<file path="config.mk">
export PLATFORM = sky130hd
export DESIGN_NAME = ft600_bus_arbiter
export DESIGN_NICKNAME = d
export VERILOG_FILES = /design/src/rtl/ft600_bus_arbiter.sv
export SDC_FILE = /design/constraint.sdc
export NUM_CORES = 1
export LEC_CHECK = 0
export CAP_MARGIN = 20
export CORE_MARGIN = 2
export CORE_UTILIZATION = 50
export CTS_CLUSTER_SIZE = 20
export DETAILED_ROUTE_END_ITERATION = 7
export PLACE_DENSITY = 0.79
export SYNTH_ARGS = -nofsm -noshare
export SYNTH_HDL_FRONTEND = slang
export SYNTH_SLANG_ARGS = --single-unit
</file>
<file path="constraint.sdc">
create_clock -name ftdi_clk -period 4.8 [get_ports ftdi_clk]
set_input_delay 0.48 -clock ftdi_clk [delete_from_list [all_inputs] [get_ports ftdi_clk]]
set_output_delay 0.48 -clock ftdi_clk [all_outputs]
set_load 0.02 [all_outputs]
</file>
<file path="src/rtl/ft600_bus_arbiter.sv">
// ft600_bus_arbiter: schedules the half-duplex FT600 245-sync bus between RX and TX bursts
module ft600_bus_arbiter #(
  parameter int MAX_BURST   = 64,
  parameter int TURN_CYCLES = 2,
  parameter int CNT_W       = 7
) (
  input  logic             ftdi_clk,
  input  logic             rst,
  input  logic             ftdi_rxf_n,
  input  logic             ftdi_txe_n,
  output logic             ftdi_oe_n,
  output logic             ftdi_rd_n,
  output logic             ftdi_wr_n,
  output logic             bus_drive_en,
  input  logic             rx_fifo_afull,
  output logic             rx_fifo_w_en,
  input  logic             tx_fifo_empty,
  output logic             tx_fifo_r_en,
  output logic             rx_active,
  output logic             tx_active,
  output logic [CNT_W-1:0] burst_words
);
  localparam int TW = $clog2(TURN_CYCLES + 1);
  typedef enum logic [2:0] {IDLE, RX_OE, RX_BURST, TX_DRIVE, TX_BURST, TURN} state_t;
  state_t state, nxt;
  logic rx_req, tx_req, at_max, last_tx;
  logic oe_n_q, rd_n_q, wr_n_q, bde_q;
  logic [TW-1:0] turn_cnt;
  logic [CNT_W-1:0] bw;
  assign rx_req       = !ftdi_rxf_n & !rx_fifo_afull;
  assign tx_req       = !ftdi_txe_n & !tx_fifo_empty;
  assign ftdi_oe_n    = oe_n_q;
  assign ftdi_rd_n    = rd_n_q;
  assign ftdi_wr_n    = wr_n_q | tx_fifo_empty;
  assign bus_drive_en = bde_q;
  assign rx_fifo_w_en = !rd_n_q & !ftdi_rxf_n;
  assign tx_fifo_r_en = !ftdi_wr_n & !ftdi_txe_n;
  assign rx_active    = state == RX_OE || state == RX_BURST;
  assign tx_active    = state == TX_DRIVE || state == TX_BURST;
  assign burst_words  = bw;
  assign at_max       = bw >= CNT_W'(MAX_BURST - 1);
  // next state: tie in IDLE goes opposite to the last served direction; bursts cut only for a waiting peer
  always_comb begin
    nxt = state;
    case (state)
      IDLE:     nxt = (rx_req && (!tx_req || last_tx)) ? RX_OE : tx_req ? TX_DRIVE : IDLE;
      RX_OE:    nxt = RX_BURST;
      RX_BURST: nxt = (ftdi_rxf_n || rx_fifo_afull || (tx_req && rx_fifo_w_en && at_max)) ? TURN : RX_BURST;
      TX_DRIVE: nxt = TX_BURST;
      TX_BURST: nxt = (ftdi_txe_n || tx_fifo_empty || (rx_req && tx_fifo_r_en && at_max)) ? TURN : TX_BURST;
      TURN:     nxt = (turn_cnt == TW'(TURN_CYCLES - 1)) ? IDLE : TURN;
      default:  nxt = IDLE;
    endcase
  end
  // state and strobes registered from the next state so pins change cleanly on the edge
  always_ff @(posedge ftdi_clk or posedge rst) begin
    if (rst) begin
      state   <= IDLE;
      oe_n_q  <= 1'b1;
      rd_n_q  <= 1'b1;
      wr_n_q  <= 1'b1;
      bde_q   <= 1'b0;
      last_tx <= 1'b1;
    end else begin
      state   <= nxt;
      oe_n_q  <= !(nxt == RX_OE || nxt == RX_BURST);
      rd_n_q  <= nxt != RX_BURST;
      wr_n_q  <= nxt != TX_BURST;
      bde_q   <= nxt == TX_DRIVE || nxt == TX_BURST;
      last_tx <= (state == RX_BURST && nxt == TURN) ? 1'b0 : (state == TX_BURST && nxt == TURN) ? 1'b1 : last_tx;
    end
  end
  // turnaround timer and saturating per-burst word counter
  always_ff @(posedge ftdi_clk or posedge rst) begin
    if (rst) begin
      turn_cnt <= '0;
      bw       <= '0;
    end else begin
      turn_cnt <= (state == TURN) ? turn_cnt + 1'b1 : '0;
      bw       <= (state == RX_OE || state == TX_DRIVE) ? '0 : ((rx_fifo_w_en || tx_fifo_r_en) && bw != '1) ? bw + 1'b1 : bw;
    end
  end
endmodule

</file>
==> flow_results.org <==
** Setup path
- STA puts the critical path data required time at 4.32 ns.
- The critical path in this run is classified as register to output pin.
- Along the worst path, the maximum fanout reaches 10.
- Walking the worst path, the cells encountered are or3b_1 > o21a_1 > inv_1 > clkdlybuf4s50_1.
- The worst setup path is launched from a register.
- Critical path arrival :: 2.10 ns
- For this design, the slowest cell found on the critical path is clkdlybuf4s50_1.
- Biggest cell delay along the critical path :: 0.59 ns
- CP Capture Type :: output pin

** GRT
- Global routing used 20.09% of the available tracks.
- Pin count of the biggest net entering global routing :: 18
- The total overflow left after global routing is 0.
- The number of antenna violations at the first check in global routing is 0.
- Number of global-route vias before repair :: 727
- The first global-routing pass estimated 3132 um of wire.

** Floorplanning
- Area of the die :: 2297 um2
- Io pins :: 21
- Area of the placeable core :: 1764 um2
- Starting density of the core :: 54.68%
- Chip height :: 47.93 um
- The floorplan has 15 rows.
- Width of the die :: 47.93 um

** Logic synthesis
- When the netlist entered floorplanning its net count stood at 107.
- A synthesized cell averages 9.744 um2.
- Synthesis produced 99 cells.
- Number of flops mapped to enable cells by yosys :: 0
- Register bit total from synthesis :: 17
- Post-synth top flop :: dfrtp_1
- Number of distinct library cells after synthesis :: 41
- Cell types occupying the most area after synthesis :: dfrtp_1, dfstp_2, nor2_1
- Async SR Flop Fraction :: 100.0%
- Number of warnings reported in the yosys synthesis log :: 0
- Sequential cells were found to cover 44.62% of the synthesized design area.
- Post-synth top area share :: 33.72%
- The commonest cells after synthesis are dfrtp_1, nor2_1.
- The mapped netlist covers 964.7 um2.
- Summed over all instances, the cell type with the most area after synthesis is dfrtp_1.

** Detailed routing
- Total via count after detailed routing :: 822
- Before antenna repair, the detailed router went through 4 iterations.
- Routed wire per std cell :: 14.03 um
- Routed via count divided by cell count :: 5.708
- After detailed routing, the number of remaining DRC violations is 0.
- DRC marker count from the first detailed-route iteration :: 24
- Summed over all layers, the routed wires come to 2021 um.
- Once detail routing completed, the nets flagged for antenna violations numbered 0.

** Pwr
- Clock Power Share :: 12.9%
- For this design the total switching power over the nets is 232.8 uW.
- Total power density per cell area :: 489.2 nW/um2
- Internal power consumption :: 356.6 uW
- VDD sags by at most 0.3988 mV.
- Static leakage power :: 0.0004743 uW
- The design draws 589.5 uW.
- In this run switching power makes up 39.50% of total power.
- Of the total power, combinational logic draws 45.6%.
- The share of total power dissipated in sequential elements is 41.5%.

** Cells and area
- Area growth from synthesis to layout :: 24.90%
- Ant. Diodes :: 0
- The net count of the finished layout is 128.
- Cells with a size suffix above 1 make up 15.13% of the layout.

** Timing
- Timing would allow up to 0.3869 GHz.
- Headroom to the max-slew limit came out at 57.71%.
- Ratio of final minimum period to clock period :: 53.84%
- Unrepaired setup endpoints after global routing :: false
- Setup total negative slack on the finished layout was measured at 0 ns.
- The worst path in the final design needs a cycle of 2.584 ns, including I/O delays and setup.
- The final count of pins violating max slew was 0.
- Worst clock skew :: 0.008587 ns
- Tightest Pin Transition :: 0.6336 ns
- Number of setup violations in the final report :: 0
- The hold violation total from the final report came to 0.

** CTS
- For this design, the sink count on the clock tree is 17.
- CTS tree :: done
- TritonCTS created 3 clock buffers.
- After clock tree synthesis, the setup repair step added 0 buffers.
- Clock tree root buffer cell :: clkbuf_4
- The clock passes through at most 2 buffers.
- Clock latency on the worst-skew pair, taken at its later pin, is 0.29 ns.
- # H-tree levels :: 1
- Hold repair after CTS inserted 0 buffers.
- Clock-pin slew was measured on the worst setup and hold paths at 0.09 ns.
- Resized Gates After CTS :: 0

** Placement
- IO buf count :: 20
- The congestion estimate from routability-driven global placement came to 0.8718.
- Placed wire-length estimate :: 1498 um

** Run status
- Run status :: completed

** Run
- Max capacitance violation total :: 0

** Hold path
- Worst Hold Class :: register to register
==> logic make-up after synthesis <==
logic type	share of synthesized area, %
flip-flops	44.62
adder cells (fa/ha/maj)	2.594
AO/OA/AOI/OAI	20.10
multiplexers	2.075
AND/OR/NAND/NOR	22.31
buffers and inverters	3.761
XOR/XNOR	4.539
==> registers in the layout, indices dropped and copies added, names as in the netlist <==
signal / cells
burst_words: 7
bus_drive_en: 1
ftdi_oe_n: 1
ftdi_rd_n: 1
last_tx: 1
state: 3
turn_cnt: 2
wr_n_q: 1
==> routing by layer <==
metal | global-route usage, % | share of wire [%] | routed length, um | vias to the layer above
met5 | 0 | 0 | 0 | -
met4 | 11.89 | 1.6 | 32 | 0
met3 | 2.642 | 4.7 | 94 | 4
met2 | 29.87 | 46 | 920 | 23
met1 | 27.83 | 48 | 973 | 387
li1 | - | - | - | 408
==> cells in the final DEF (no fill, tap or decap), types with 2 or more instances in the layout <==
cell type and instances:
xnor2_1 5, nor3_1 3, or2_2 3, a211oi_1 2, a21oi_1 5, dfstp_2 4, clkdlybuf4s50_1 20, mux2i_1 2
nand2_1 5, nand3_1 5, clkbuf_4 3, dfrtp_1 13, inv_1 4, o31ai_1 3, or4_1 2, nor2_1 13
ha_1 2
==> worst max-delay path: cells and delay by family (launching register included) <==
| kind | cells | cell delay (ns) |
|---|---|---|
| DFF | 1 | 0.51 |
| and+or+nand+nor | 1 | 0.48 |
| buffers and inverters | 2 | 0.66 |
| AOI/OAI and AO/OA | 1 | 0.16 |
==> power by group through the flow <==
stage | Sequential (uW) | Combinational, uW | Clock, uW
2_1_floorplan | 233 | 189 | 0
3_3_place_gp | 243 | 264 | 0
4_1_cts | 243 | 271 | 79.9
3_5_place_dp | 246 | 269 | 0
5_1_grt | 250 | 295 | 85.4
6_report | 245 | 269 | 76.1
==> metrics by stage <==
step                      util, %  hold slack (ns)  cell area, um2  setup WS [ns]  cells
after floorplan                 -           0.4032           964.7          3.102     99
after global placement      66.81           0.4195            1179          2.403    140
after detailed placement    66.81           0.4258            1179          2.373    140
after CTS                   68.30           0.4382            1205          2.206    144
after global routing        68.30           0.4537            1205          2.116    144
final                       68.30           0.4328            1205          2.216    144
==> final cells by class <==
class,count,area (um2)
timing repair buffer,20,200.2
sequential,17,430.4
multi-input combinational,73,498.0
tap,25,31.28
clock buffer,4,26.28
fill,152,559.3
inverter,5,18.77
==> path summary, 6_finish.rpt <==
check	slack, ns	startpoint	cells past startpoint	to
max	2.22	state[0]$_DFF_PP0_	4	tx_active
min	0.43	turn_cnt[0]$_DFF_PP0_	1	turn_cnt[0]$_DFF_PP0_
max reg2reg	3.02	burst_words[0]$_DFFE_PP0P_	5	state[0]$_DFF_PP0_
min reg2reg	0.43	turn_cnt[0]$_DFF_PP0_	1	turn_cnt[0]$_DFF_PP0_
max in group asynchronous	3.83	rst	2	bus_drive_en$_DFF_PP0_
min in group asynchronous	0.56	rst	2	state[1]$_DFF_PP0_
(Power assumes the default switching activity.)
